`src/rtl/vend_pkg.sv`:
```
// Shared types and constants for the vending sequencer: state encoding,
// display scroll codes and the dwell-timer width helper.
package vend_pkg;

  typedef enum logic [2:0] {
    ST_IDLE,
    ST_SELECTED,
    ST_PAID,
    ST_CHANGE,
    ST_DISPENSE,
    ST_SOLDOUT,
    ST_REFUND
  } state_e;

  localparam logic [2:0] SCROLL_BLANK   = 3'd0;
  localparam logic [2:0] SCROLL_ITEM    = 3'd1;
  localparam logic [2:0] SCROLL_SOLDOUT = 3'd3;
  localparam logic [2:0] SCROLL_ENJOY   = 3'd4;
  localparam logic [2:0] SCROLL_REFUND  = 3'd5;

  // One extra bit so the counter can saturate at a limit equal to LONG_CYC.
  function automatic int unsigned tmr_w(input int unsigned long_cyc);
    return $clog2(long_cyc) + 1;
  endfunction

endpackage

```
`src/rtl/vend_dwell_timer.sv`:
```
// Dwell counter: cleared on state entry, counts up and saturates at limit;
// expire pulses for one cycle when the count reaches limit-1.
module vend_dwell_timer #(
  parameter int unsigned W = 8
) (
  input  logic         clk,
  input  logic         rst,
  input  logic         clear,
  input  logic [W-1:0] limit,
  output logic         expire,
  output logic [W-1:0] count
);

  logic [W-1:0] count_q;

  always_ff @(posedge clk or posedge rst) begin
    if (rst) begin
      count_q <= '0;
    end else if (clear) begin
      count_q <= '0;
    end else if (count_q < limit) begin
      count_q <= count_q + W'(1);
    end
  end

  assign count  = count_q;
  assign expire = (count_q == (limit - W'(1)));

endmodule

```
`src/rtl/vend_sequencer.sv`:
```
// Vending machine transaction sequencer with display decode.
// Optional refund path enabled by defining VEND_CANCEL_EN.
module vend_sequencer
  import vend_pkg::*;
#(
  parameter int unsigned NUM_ITEMS = 5,
  parameter int unsigned PRICE_W   = 8,
  parameter int unsigned MONEY_W   = 12,
  parameter int unsigned SHORT_CYC = 50_000_000,
  parameter int unsigned LONG_CYC  = 250_000_000
) (
  input  logic                         clock,
  input  logic                         reset,
  input  logic [NUM_ITEMS-1:0]         select,
  input  logic                         buy,
  input  logic                         cancel,
  input  logic [NUM_ITEMS*PRICE_W-1:0] price,
  input  logic [MONEY_W-1:0]           money_in,
  input  logic [NUM_ITEMS-1:0]         stock_empty,
  output logic [2:0]                   scroll_mode,
  output logic                         show_money,
  output logic [MONEY_W-1:0]           amount_display,
  output logic [NUM_ITEMS-1:0]         dispense,
  output logic                         change_valid,
  output logic [MONEY_W-1:0]           change_amt,
  output logic                         busy
);

  localparam int unsigned IW = (NUM_ITEMS > 1) ? $clog2(NUM_ITEMS) : 1;
  localparam int unsigned TW = tmr_w(LONG_CYC);

  state_e               state_q, state_d;
  logic [IW-1:0]        idx_q, sel_idx;
  logic [PRICE_W-1:0]   price_q, sel_price;
  logic [MONEY_W-1:0]   price_ext, change_amt_q;
  logic [NUM_ITEMS-1:0] dispense_q;
  logic                 change_valid_q, busy_q;
  logic                 buy_q, armed_q, buy_edge, cancel_req;
  logic                 tmr_clear, tmr_expire;
  logic [TW-1:0]        tmr_limit, tmr_count;

`ifdef VEND_CANCEL_EN
  assign cancel_req = cancel;
`else
  logic unused_cancel;
  assign unused_cancel = cancel;
  assign cancel_req    = 1'b0;
`endif

  // armed_q masks the first cycle after reset so a held-high buy is not an edge.
  assign buy_edge  = buy & ~buy_q & armed_q;
  assign price_ext = MONEY_W'(price_q);

  always_comb begin
    sel_idx   = '0;
    sel_price = '0;
    for (int unsigned i = 0; i < NUM_ITEMS; i++) begin
      if (select[i]) begin
        sel_idx   = IW'(i);
        sel_price = price[i*PRICE_W +: PRICE_W];
      end
    end
  end

  always_comb begin
    case (state_q)
      ST_SELECTED, ST_CHANGE, ST_REFUND: tmr_limit = TW'(SHORT_CYC);
      default:                           tmr_limit = TW'(LONG_CYC);
    endcase
  end

  assign tmr_clear = (state_d != state_q);

  vend_dwell_timer #(.W(TW)) u_timer (
    .clk    (clock),
    .rst    (reset),
    .clear  (tmr_clear),
    .limit  (tmr_limit),
    .expire (tmr_expire),
    .count  (tmr_count)
  );

  always_comb begin
    state_d = state_q;
    case (state_q)
      ST_IDLE: begin
        if (buy_edge && $onehot(select)) state_d = ST_SELECTED;
      end
      ST_SELECTED: begin
        if (select == '0)                state_d = ST_IDLE;
        else if (cancel_req)             state_d = ST_REFUND;
        else if (money_in >= price_ext)  state_d = ST_PAID;
      end
      ST_PAID: begin
        if (select == '0)                state_d = ST_IDLE;
        else if (cancel_req)             state_d = ST_REFUND;
        else if (tmr_expire) begin
          if (stock_empty[idx_q])        state_d = ST_SOLDOUT;
          else if (money_in == price_ext) state_d = ST_DISPENSE;
          else if (money_in > price_ext) state_d = ST_CHANGE;
          else                           state_d = ST_SELECTED;
        end
      end
      ST_CHANGE: begin
        if (tmr_expire) state_d = ST_DISPENSE;
      end
      ST_DISPENSE, ST_SOLDOUT, ST_REFUND: begin
        if (tmr_expire) state_d = ST_IDLE;
      end
      default: state_d = ST_IDLE;
    endcase
  end

  always_ff @(posedge clock or posedge reset) begin
    if (reset) begin
      state_q        <= ST_IDLE;
      idx_q          <= '0;
      price_q        <= '0;
      change_amt_q   <= '0;
      dispense_q     <= '0;
      change_valid_q <= 1'b0;
      busy_q         <= 1'b0;
      buy_q          <= 1'b0;
      armed_q        <= 1'b0;
    end else begin
      state_q        <= state_d;
      buy_q          <= buy;
      armed_q        <= 1'b1;
      busy_q         <= (state_d != ST_IDLE);
      dispense_q     <= '0;
      change_valid_q <= 1'b0;
      if (state_q == ST_IDLE && state_d == ST_SELECTED) begin
        idx_q   <= sel_idx;
        price_q <= sel_price;
      end
      if (state_d == ST_DISPENSE && state_q != ST_DISPENSE) begin
        dispense_q[idx_q] <= 1'b1;
      end
      if (state_d == ST_CHANGE && state_q != ST_CHANGE) begin
        change_amt_q   <= money_in - price_ext;
        change_valid_q <= 1'b1;
      end else if (state_d == ST_REFUND && state_q != ST_REFUND) begin
        change_amt_q   <= money_in;
        change_valid_q <= 1'b1;
      end else if (state_q == ST_DISPENSE && state_d != ST_DISPENSE) begin
        change_amt_q <= '0;
      end
    end
  end

  always_comb begin
    scroll_mode    = SCROLL_BLANK;
    show_money     = 1'b0;
    amount_display = '0;
    case (state_q)
      ST_IDLE:     scroll_mode = (select == '0) ? SCROLL_BLANK : SCROLL_ITEM;
      ST_SELECTED: begin
        if (tmr_count < TW'(SHORT_CYC)) begin
          scroll_mode = SCROLL_ITEM;
        end else begin
          show_money     = 1'b1;
          amount_display = money_in;
        end
      end
      ST_PAID: begin
        show_money     = 1'b1;
        amount_display = money_in;
      end
      ST_CHANGE: begin
        show_money     = 1'b1;
        amount_display = change_amt_q;
      end
      ST_SOLDOUT:  scroll_mode = SCROLL_SOLDOUT;
      ST_DISPENSE: scroll_mode = SCROLL_ENJOY;
      ST_REFUND:   scroll_mode = SCROLL_REFUND;
      default:     scroll_mode = SCROLL_BLANK;
    endcase
  end

  assign dispense     = dispense_q;
  assign change_valid = change_valid_q;
  assign change_amt   = change_amt_q;
  assign busy         = busy_q;

endmodule

```
`config.mk`:
```
export PLATFORM = sky130hd
export DESIGN_NAME = vend_sequencer
export DESIGN_NICKNAME = d
export VERILOG_FILES = /design/src/rtl/vend_pkg.sv /design/src/rtl/vend_dwell_timer.sv /design/src/rtl/vend_sequencer.sv
export SDC_FILE = /design/constraint.sdc
export NUM_CORES = 1
export LEC_CHECK = 0
export CORE_ASPECT_RATIO = 0.75
export CORE_UTILIZATION = 55
export CTS_CLUSTER_DIAMETER = 60
export DETAILED_ROUTE_END_ITERATION = 10
export PLACE_DENSITY = 0.86
export SETUP_SLACK_MARGIN = 0.3
export SLEW_MARGIN = 20
export SYNTH_ARGS = -nofsm -noshare
export SYNTH_HDL_FRONTEND = slang
export SYNTH_SLANG_ARGS = --single-unit
```
`constraint.sdc`:
```
create_clock -name clock -period 7.6 [get_ports clock]
set_input_delay 1.9 -clock clock [delete_from_list [all_inputs] [get_ports clock]]
set_output_delay 1.9 -clock clock [all_outputs]
set_load 0.02 [all_outputs]
```
* Yosys cells after proc, flatten, opt, wreduce, memory -nomap -nowiden
Index checks and enable logic that the tools add are counted.
** Operators by class
- Add/sub/neg operators :: 7
- $mul :: 0
- Divide/modulo/power cells :: 0
- $lt $le $gt $ge :: 6
- Eq/ne operators :: 18
- Shift-type cells :: 0
- Mux-type cells :: 40
- Bitwise gates (word level) :: 3
- Reductions and logical operators :: 15
** Operators by type and width (number)
- 29-bit 2-to-1 mux :: 2
- 12-bit 2-to-1 mux :: 4
- 8-bit 2-to-1 mux :: 5
- 12-bit one-hot mux with 3 select lines :: 1
- 3-bit 2-to-1 mux :: 10
- 3-bit one-hot mux with 5 select lines :: 2
- 29-bit by 1-bit adder with 29-bit output, second input constant :: 1
- 29-bit equality test :: 1
- 29-bit by 26-bit less-than comparator with 1-bit output, second input constant :: 1
- 29-bit by 28-bit less-than comparator with 1-bit output :: 1
- 28-bit by 1-bit subtractor with 29-bit output, second input constant :: 1
- 28-bit 2-to-1 mux :: 1
- 3-bit equality test, second input constant :: 5
- 12-bit by 8-bit equality test with 1-bit output :: 1
- 12-bit by 8-bit greater-or-equal comparator with 1-bit output :: 1
- 12-bit by 8-bit > comparator with 1-bit output :: 1
- 12-bit by 8-bit subtractor with 12-bit output :: 1
- 3-bit by 1-bit equality test with 1-bit output, second input constant :: 3
- 3-bit by 2-bit equality test with 1-bit output, second input constant :: 3
- 3-bit inequality test, second input constant :: 3
- 1-bit 2-to-1 mux :: 8
- 1-bit logical AND :: 7
- 2-bit 2-to-1 mux :: 3
- 3-bit nonzero test :: 2
- other kinds (18) :: 21
** Storage, ports and cells
- Flip-flop bits (word level) :: 64
- Latch bits :: 0
- RAM bits :: 0
- ROM bits :: 0
- Bits of input ports :: 66
- Output and inout bits :: 35
- Memories :: 0

* Logic depth before layout (Yosys ltp)
Gate-level depths: netlist of run 1.
- Depth after elaboration :: 13
- Gate-level depth with buffers :: 15

* By module
A second synthesis of run 1 with hierarchy kept.
** Unflattened totals
- Cell total of the unflattened synthesis :: 717
- Area total of the unflattened synthesis :: 5957.0 um^2
** By module, submodules not included
- vend_dwell_timer :: times used 1, cells each 416, area an instance 3291.9 um^2
- vend_sequencer :: times used 1, cells each 301, area an instance 2665.1 um^2

* Least setup slack after synthesis of run 1
OpenSTA, ideal clock, no wires.
- Path kind :: input-to-reg
- Start point :: in select[4]
- End point :: reg u_timer.count_q[10], in the netlist u_timer.count[10]
- Library setup time :: 0.121 ns
- Data arrival time :: 4.586 ns
- Required time :: 7.479 ns
- Slack :: 2.893 ns
- Stages :: 15
- Buffers on the path :: 4
- Cell sequence :: clkbuf_1 -> clkbuf_1 -> inv_1 -> fa_1 -> inv_1 -> ha_1 -> nor4_1 -> nand2_1 -> nor3_1 -> a31o_1 -> o21bai_1 -> nand4_1 -> clkbuf_1 -> buf_2 -> nor2_1
** Between the ends
- Cells in the longest elaborated chain, start to end :: 7
- Elaborated cells on any way between the ends :: 11
- Those cells by class :: add/sub: 1; eq/ne: 2; mux: 5; reduce/logical: 3
** Ends and longest elaborated chain
- start: declaration :: RTL line vend_sequencer.sv:14 : input logic [NUM_ITEMS-1:0] select,
- 3-bit by 1-bit adder with 3-bit output (not written as such) :: RTL line vend_sequencer.sv:87 : if (buy_edge && $onehot(select)) state_d = ST_SELECTED;
- 3-bit by 1-bit equality test with 1-bit output :: RTL line vend_sequencer.sv:87
- 1-bit logical AND :: RTL line vend_sequencer.sv:87
- 3-bit 2-to-1 mux :: RTL line vend_sequencer.sv:87
- 3-bit one-hot mux with 5 select lines (*) :: RTL line vend_sequencer.sv:85 : case (state_q)
- 3-bit inequality test (*) :: RTL line vend_sequencer.sv:72 : assign tmr_clear = (state_d != state_q);
- 29-bit 2-to-1 mux / 2-bit nonzero test (equally long branches)
- end signal: assignment :: RTL line vend_dwell_timer.sv:22 : count_q <= count_q + W'(1);
- end: declaration :: RTL line vend_dwell_timer.sv:14 : logic [W-1:0] count_q;
Mark *: on every way between the ends. The rest lies on a longest branch, timed or not.
A chain may end at the register's enable or synchronous reset.

* Worst setup path after layout of run 1
- Start point :: in select[3]
- End point :: out scroll_mode[0]
** Between the ends
- Cells in the longest elaborated chain, start to end :: 3
** Ends and longest elaborated chain
- 5-bit logical NOT :: RTL line vend_sequencer.sv:156 : ST_IDLE: scroll_mode = (select == '0) ? SCROLL_BLANK : SCROLL_ITEM;
- 1-bit 2-to-1 mux :: RTL line vend_sequencer.sv:156
- 3-bit one-hot mux with 5 select lines :: RTL line vend_sequencer.sv:155 : case (state_q)
- end: declaration :: RTL line vend_sequencer.sv:20 : output logic [2:0] scroll_mode,
No other way between the ends.

==> key figures, run 1 <==
Run status
  • Status: finished clean

Floorplanning
  • Area of the core: 0.007567 mm^2
  • Die X-Extent: 105.7 um
  • Row Count: 27
  • Die ar.: 0.008439 mm^2
  • IO Count: 101
  • Vert. Die Dim: 79.81 um
  • Starting density of the core: 58.66%

Global route
  • Grt ovf: 0
  • First-pass GRT wire length: 19.21 mm
  • Overall routing resource usage: 29.09%
  • Vias in the first global route: 4,052
  • Largest net degree at the start of global routing: 65
  • Initial antenna violation count: 0

Yosys
  • Mean post-synth cell area: 8.620 um^2
  • Ys flop type: dfrtp_1
  • Post-synthesis simple-gate area fraction: 24.66%
  • Mux share of post-synthesis cell area: 5.750%
  • Post-synth ARST share: 100.0%
  • Post-synthesis cell type count: 60
  • Post-synth EDFFs: 0
  • Synth Area in XOR/XNOR: 6.116%
  • Synth Area in Compound Gates: 16.46%
  • Post-Synthesis Cell Area: 0.004439 mm^2
  • Mapped Nets: 602
  • YS warnings: 0
  • Post-Syn Instances: 515
  • Register area share after synthesis: 36.08%
  • Adder-cell share of the synthesized area: 6.426%
  • Largest family of logic cells by synthesized area: simple AND/OR/NAND/NOR gates
  • Yosys reg bits: 64

Flow run
  • Max Cap Viol: 0

Clock network
  • CTS tree: yes
  • Post-CTS resize count: 0
  • H-Tree Depth: 3
  • Clk_lat worst skew: 0.36 ns
  • CTS clk-pin slew, worst paths: 0.07 ns
  • CTS Buf Count: 9
  • Root buffer cell: clkbuf_8
  • Hold Buf Count CTS: 0
  • Clock Tree Buf Depth: 2
  • Post-CTS Setup Bufs: 0
  • Sink Count: 64

Layout
  • Multi-input logic area: 0.002648 mm^2
  • Register Area: 0.001602 mm^2
  • Most common cell after layout, fill and taps aside: clkdlybuf4s50_1
  • Synthesis-to-layout area growth: 28.04%
  • Fill cell count: 579
  • Final Core Density: 75.12%
  • Share of cells above drive strength 1: 9.046%
  • Most frequent cells in the layout: clkdlybuf4s50_1 (99), nor2_1 (68), dfrtp_1 (64)
  • Fin cells: 709
  • Number of diodes: 0
  • NumNets Final: 691

Worst setup path
  • Setup crit end kind: primary output
  • CP Launch Type: input pin
  • Critical path's slowest cell: nor4b_1
  • Cell mode on critical path: clkdlybuf4s50_1
  • Critical path's largest stage delay: 0.87 ns
  • Critical Path AT: 4.46 ns
  • Worst-path maximum fanout: 21
  • Setup CP Type: input pin to primary output
  • Worst reg-to-reg path cell count: 11
  • Worst path cell trace: clkdlybuf4s50_1 -> nor4b_1 -> o21ai_0 -> o211a_1 -> clkdlybuf4s50_1
  • Worst Path Required: 5.70 ns

Timing
  • Final TNS setup: 0 ns
  • Clock skew: 0.009515 ns
  • Rel. slew slack: 33.01%
  • Fin crit share: 83.73%
  • Hold Vio Cnt, Final: 0
  • Worst setup margin: 1.237 ns
  • RSZ-0062 raised after global routing: no
  • Period minus WS final: 6.363 ns
  • Final setup fails: 0
  • Fmax: 157.2 MHz
  • Actual slew at the worst max-slew pin: 1.005 ns
  • Final Max Tran Viols: 0

Placed design
  • Dpl hpwl: 8.782 mm
  • Cells after DPL: 694
  • Dpl ws: 1.301 ns
  • Port Buffers: 99
  • Gp weighted congestion: 0.8430

Power
  • Peak supply drop: 96.25 uV
  • Leak: 2.435 nW
  • Final Total Pwr: 1.056 mW
  • PD cells: 185.8 mW/mm^2

Drt
  • # DRC: 0
  • Final WL: 11.79 mm
  • Routed WL per cell: 16.62 um
  • DR iter-0 viols: 303
  • DR vias: 4,254
  • Final ANT Viol Nets: 0
  • Drt via density: 6.000
  • DR pass1 iterations: 5

Worst hold path
  • Worst hold stages: 1
  • Hold Crit Class: register to register
-- cells by family after synthesis --
logic type | Yosys count
and+or+nand+nor | 214
AOI/OAI and AO/OA | 111
DFF | 64
buffers and inverters | 50
xor gates and xnor gates | 31
muxes | 23
adders and majority gates | 21
other | 1
-- per-layer routing --
layer  up-vias  wire length (um)  global-route usage [%]
met3        22              1054                   7.918
li1       2012                 -                       -
met2       208              5407                   48.04
met4         0               189                   9.722
met1      2012              5133                   37.07
met5         -                 0                       0
-- worst max-delay path, delay by kind of cell --
| family | cells | cell delay [ns] |
|---|---|---|
| compound gates | 2 | 0.38 |
| buf+inv | 2 | 1.31 |
| simple gates | 1 | 0.87 |
-- sequential cells by signal (all words and copies together) (netlist names) --
| register | cells |
|---|---|
| busy | 1 |
| buy_q | 1 |
| change_valid | 1 |
| state_q | 3 |
| u_timer.count | 29 |
| armed_q | 1 |
| dispense | 5 |
| price_q | 8 |
| change_amt | 12 |
| idx_q | 3 |
-- report_power, final --
group | switching, mW | internal, mW | leakage (nW)
registers | 0.0526 | 0.377 | 0.860
logic | 0.175 | 0.159 | 1.49
clock network | 0.142 | 0.151 | 0.0879
-- layout make-up --
class | instances | share of cell area [%]
Clock inverter | 6 | 1.233
Timing Repair Buffer | 103 | 17.96
Tap cell | 101 | 2.223
Clock buffer | 9 | 2.179
Inverter | 25 | 1.651
Sequential cell | 64 | 28.18
Multi-Input combinational cell | 401 | 46.58
-- through the flow --
step / hold WS, ns / instance area (um^2)
2_1_floorplan: 0.4807 / 4439
3_3_place_gp: 0.4815 / 5484
3_5_place_dp: 0.4914 / 5484
4_1_cts: 0.5045 / 5678
5_1_grt: 0.5327 / 5684
6_report: 0.5052 / 5684
-- cell usage after synthesis, types with 4 or more instances --
cell type	instances	area [um^2]
nand4_1	15	93.84
and3_1	10	62.56
nor4_1	4	25.02
xor2_1	15	131.4
and2_1	5	31.28
o21ai_0	24	120.1
nor3_1	17	85.08
a21oi_1	18	90.09
a22oi_1	19	142.6
nand2_1	45	168.9
nor2b_1	7	43.79
ha_1	18	225.2
nand3_1	13	65.06
o21ai_1	6	30.03
mux2_2	20	225.2
nor2_1	68	255.2
clkbuf_1	21	78.83
inv_1	24	90.09
a21o_1	11	82.58
dfrtp_1	64	1602
o211ai_1	4	30.03
xnor2_1	16	140.1
or3_1	7	43.79
a31oi_1	4	25.02
a221oi_1	8	70.07
-- path summary, 6_finish.rpt --
path | startpoint | to | slack, ns
setup / recovery | select[3] | scroll_mode[0] | 1.24
hold / removal | change_amt[4]$_DFFE_PP0P_ | change_amt[4]$_DFFE_PP0P_ | 0.51
setup reg to reg | state_q[1]$_DFF_PP0_ | dispense[4]$_DFF_PP0_ | 3.46
hold reg to reg | change_amt[4]$_DFFE_PP0P_ | change_amt[4]$_DFFE_PP0P_ | 0.51
max in group asynchronous | reset | change_amt[11]$_DFFE_PP0P_ | 4.96
min in group asynchronous | reset | u_timer.count[17]$_DFFE_PP0P_ | 2.10
Power figures use the tool's default switching activity.
==> inputs of run 2 (changes only) <==
--- a/config.mk
+++ b/config.mk
@@ -6,10 +6,10 @@
 export NUM_CORES = 1
 export LEC_CHECK = 0
 export CORE_ASPECT_RATIO = 0.75
-export CORE_UTILIZATION = 55
+export CORE_UTILIZATION = 46
 export CTS_CLUSTER_DIAMETER = 60
 export DETAILED_ROUTE_END_ITERATION = 10
-export PLACE_DENSITY = 0.86
+export PLACE_DENSITY = 0.77
 export SETUP_SLACK_MARGIN = 0.3
 export SLEW_MARGIN = 20
 export SYNTH_ARGS = -nofsm -noshare
==> constraint.sdc (replaced) <==
create_clock -name clock -period 5.3 [get_ports clock]
set_input_delay 1.325 -clock clock [delete_from_list [all_inputs] [get_ports clock]]
set_output_delay 1.325 -clock clock [all_outputs]
set_load 0.02 [all_outputs]
==> run 2 against run 1 <==
Compared with the run above:
- critical path depth grew 3
- register-to-register slack lost 1.9 ns
- clock skew shrank 0.0060 ns
- clock power grew 110%
- final area grew 3.5%
- combinational power grew 53%
- setup slack lost 0.67 ns
- first-iteration DRC count shrank 1.3%
- critical endpoint unchanged
==> key figures, run 2 (synthesis results as in run 1) <==
Run status
  • Status: finished clean

Layout
  • Most frequent cells in the layout: clkdlybuf4s50_1 (99), nor2_1 (68), dfrtp_1 (64)
  • NumNets Final: 698
  • Synthesis-to-layout area growth: 32.53%
  • Post-route cell area: 0.005883 mm^2
  • Number of diodes: 0
  • Flip-flop count of the largest register after layout: 29
  • Most common cell after layout, fill and taps aside: clkdlybuf4s50_1
  • Share of cells above drive strength 1: 10.06%
  • Fill cell count: 765

Timing
  • Actual slew at the worst max-slew pin: 0.7613 ns
  • Hold Vio Cnt, Final: 0
  • Rel. slew slack: 49.17%
  • Fin crit share: 89.23%
  • Final TNS setup: 0 ns
  • Final setup fails: 0
  • Period minus WS final: 4.729 ns
  • RSZ-0062 raised after global routing: no
  • Final Max Tran Viols: 0
  • Clock skew: 0.003520 ns
  • Worst setup margin: 0.5707 ns
  • Fmax: 211.4 MHz

Placed design
  • Dpl hpwl: 8.766 mm
  • Area after DPL: 0.005570 mm^2
  • Gp weighted congestion: 0.8469
  • Port Buffers: 99
  • Dpl ws: 0.6055 ns

Worst setup path
  • Critical Path AT: 3.40 ns
  • Setup crit end kind: primary output
  • CP Launch Type: input pin
  • Worst Path Required: 3.97 ns
  • Setup CP Type: input pin to primary output
  • Worst-path maximum fanout: 3

Clock network
  • Post-CTS resize count: 0
  • Clk_lat worst skew: 0.33 ns
  • CTS tree: yes
  • Sink Count: 64
  • CTS clk-pin slew, worst paths: 0.05 ns
  • Root buffer cell: clkbuf_16
  • H-Tree Depth: 3
  • Hold Buf Count CTS: 0
  • CTS Buf Count: 9
  • Clock Tree Buf Depth: 2
  • Post-CTS Setup Bufs: 0

Global route
  • Grt ovf: 0
  • First-pass GRT wire length: 19.21 mm
  • Initial antenna violation count: 0
  • Vias in the first global route: 3,883
  • Largest net degree at the start of global routing: 36
  • Overall routing resource usage: 24.74%

Drt
  • DR pass1 iterations: 5
  • DR iter-0 viols: 299
  • Routed WL per cell: 15.63 um
  • # DRC: 0
  • DR vias: 4,214
  • Final ANT Viol Nets: 0
  • Drt via density: 5.664
  • Final WL: 11.63 mm

Power
  • Final Total Pwr: 1.711 mW
  • Leak: 2.528 nW
  • PD cells: 290.8 mW/mm^2
  • Peak supply drop: 183.2 uV

Floorplanning
  • Die X-Extent: 115.4 um
  • Area of the core: 0.009196 mm^2
  • Starting density of the core: 48.27%
  • Vert. Die Dim: 87.08 um
  • IO Count: 101
  • Row Count: 30
  • Die ar.: 0.01005 mm^2

Flow run
  • Max Cap Viol: 0

Worst hold path
  • Hold Crit Class: register to register
==> run 2: cell types whose count changed in the layout (fill, tap and decap cells not counted), sizes merged <==
cell and delta:
buf +7, clkbuf +2, clkinvlp -2, clkinv +1
==> run 2: report_power, final <==
group          switching, mW  internal (mW)
Combinational          0.275          0.236
Sequential            0.0529          0.542
Clock                  0.225          0.380
==> run 2: area by class of cell <==
type | count | area [um^2] | area share [%]
repair buffers | 110 | 1074 | 18.25
multi-input cells | 401 | 2648 | 45.00
well taps | 128 | 160.2 | 2.722
inverters | 25 | 93.84 | 1.595
flip-flops and latches | 64 | 1602 | 27.22
clock inverters | 5 | 63.81 | 1.085
clock buffers | 11 | 242.7 | 4.126
==> run 2: final timing paths <==
path / startpoint / end / slack (ns) / depth (start not counted)
hold reg to reg: change_amt[11]$_DFFE_PP0P_ / change_amt[11]$_DFFE_PP0P_ / 0.49 / 1
max in group asynchronous: reset / state_q[0]$_DFF_PP0_ / 2.97 / 3
hold / removal: change_amt[11]$_DFFE_PP0P_ / change_amt[11]$_DFFE_PP0P_ / 0.49 / 1
min in group asynchronous: reset / u_timer.count[13]$_DFFE_PP0P_ / 1.46 / 2
setup reg to reg: state_q[1]$_DFF_PP0_ / dispense[0]$_DFF_PP0_ / 1.55 / 12
setup / recovery: select[0] / scroll_mode[0] / 0.57 / 8
==> run 2: worst max-delay path: stages <==
cell,delay (ns)
clkdlybuf4s50_1,0.54
inv_1,0.06
ha_1,0.20
nor4b_1,0.15
buf_4,0.15
o21ai_0,0.16
o211a_1,0.21
clkdlybuf4s50_1,0.61
==> run 2: per-stage QoR <==
stage | cells | util [%] | hold WS (ns)
2_1_floorplan | 515 | - | 0.4807
3_3_place_gp | 728 | 60.57 | 0.4891
3_5_place_dp | 728 | 60.57 | 0.4902
4_1_cts | 744 | 63.90 | 0.4998
5_1_grt | 744 | 63.97 | 0.5160
6_report | 744 | 63.97 | 0.4947
==> run 2: routing by layer <==
| layer | routed length, um | global-route usage (%) | up-vias |
|---|---|---|---|
| li1 | - | - | 2034 |
| met1 | 5571 | 36.21 | 2001 |
| met2 | 5102 | 36.58 | 169 |
| met3 | 864 | 6.124 | 10 |
| met4 | 91 | 5.431 | 0 |
| met5 | 0 | 0 | - |
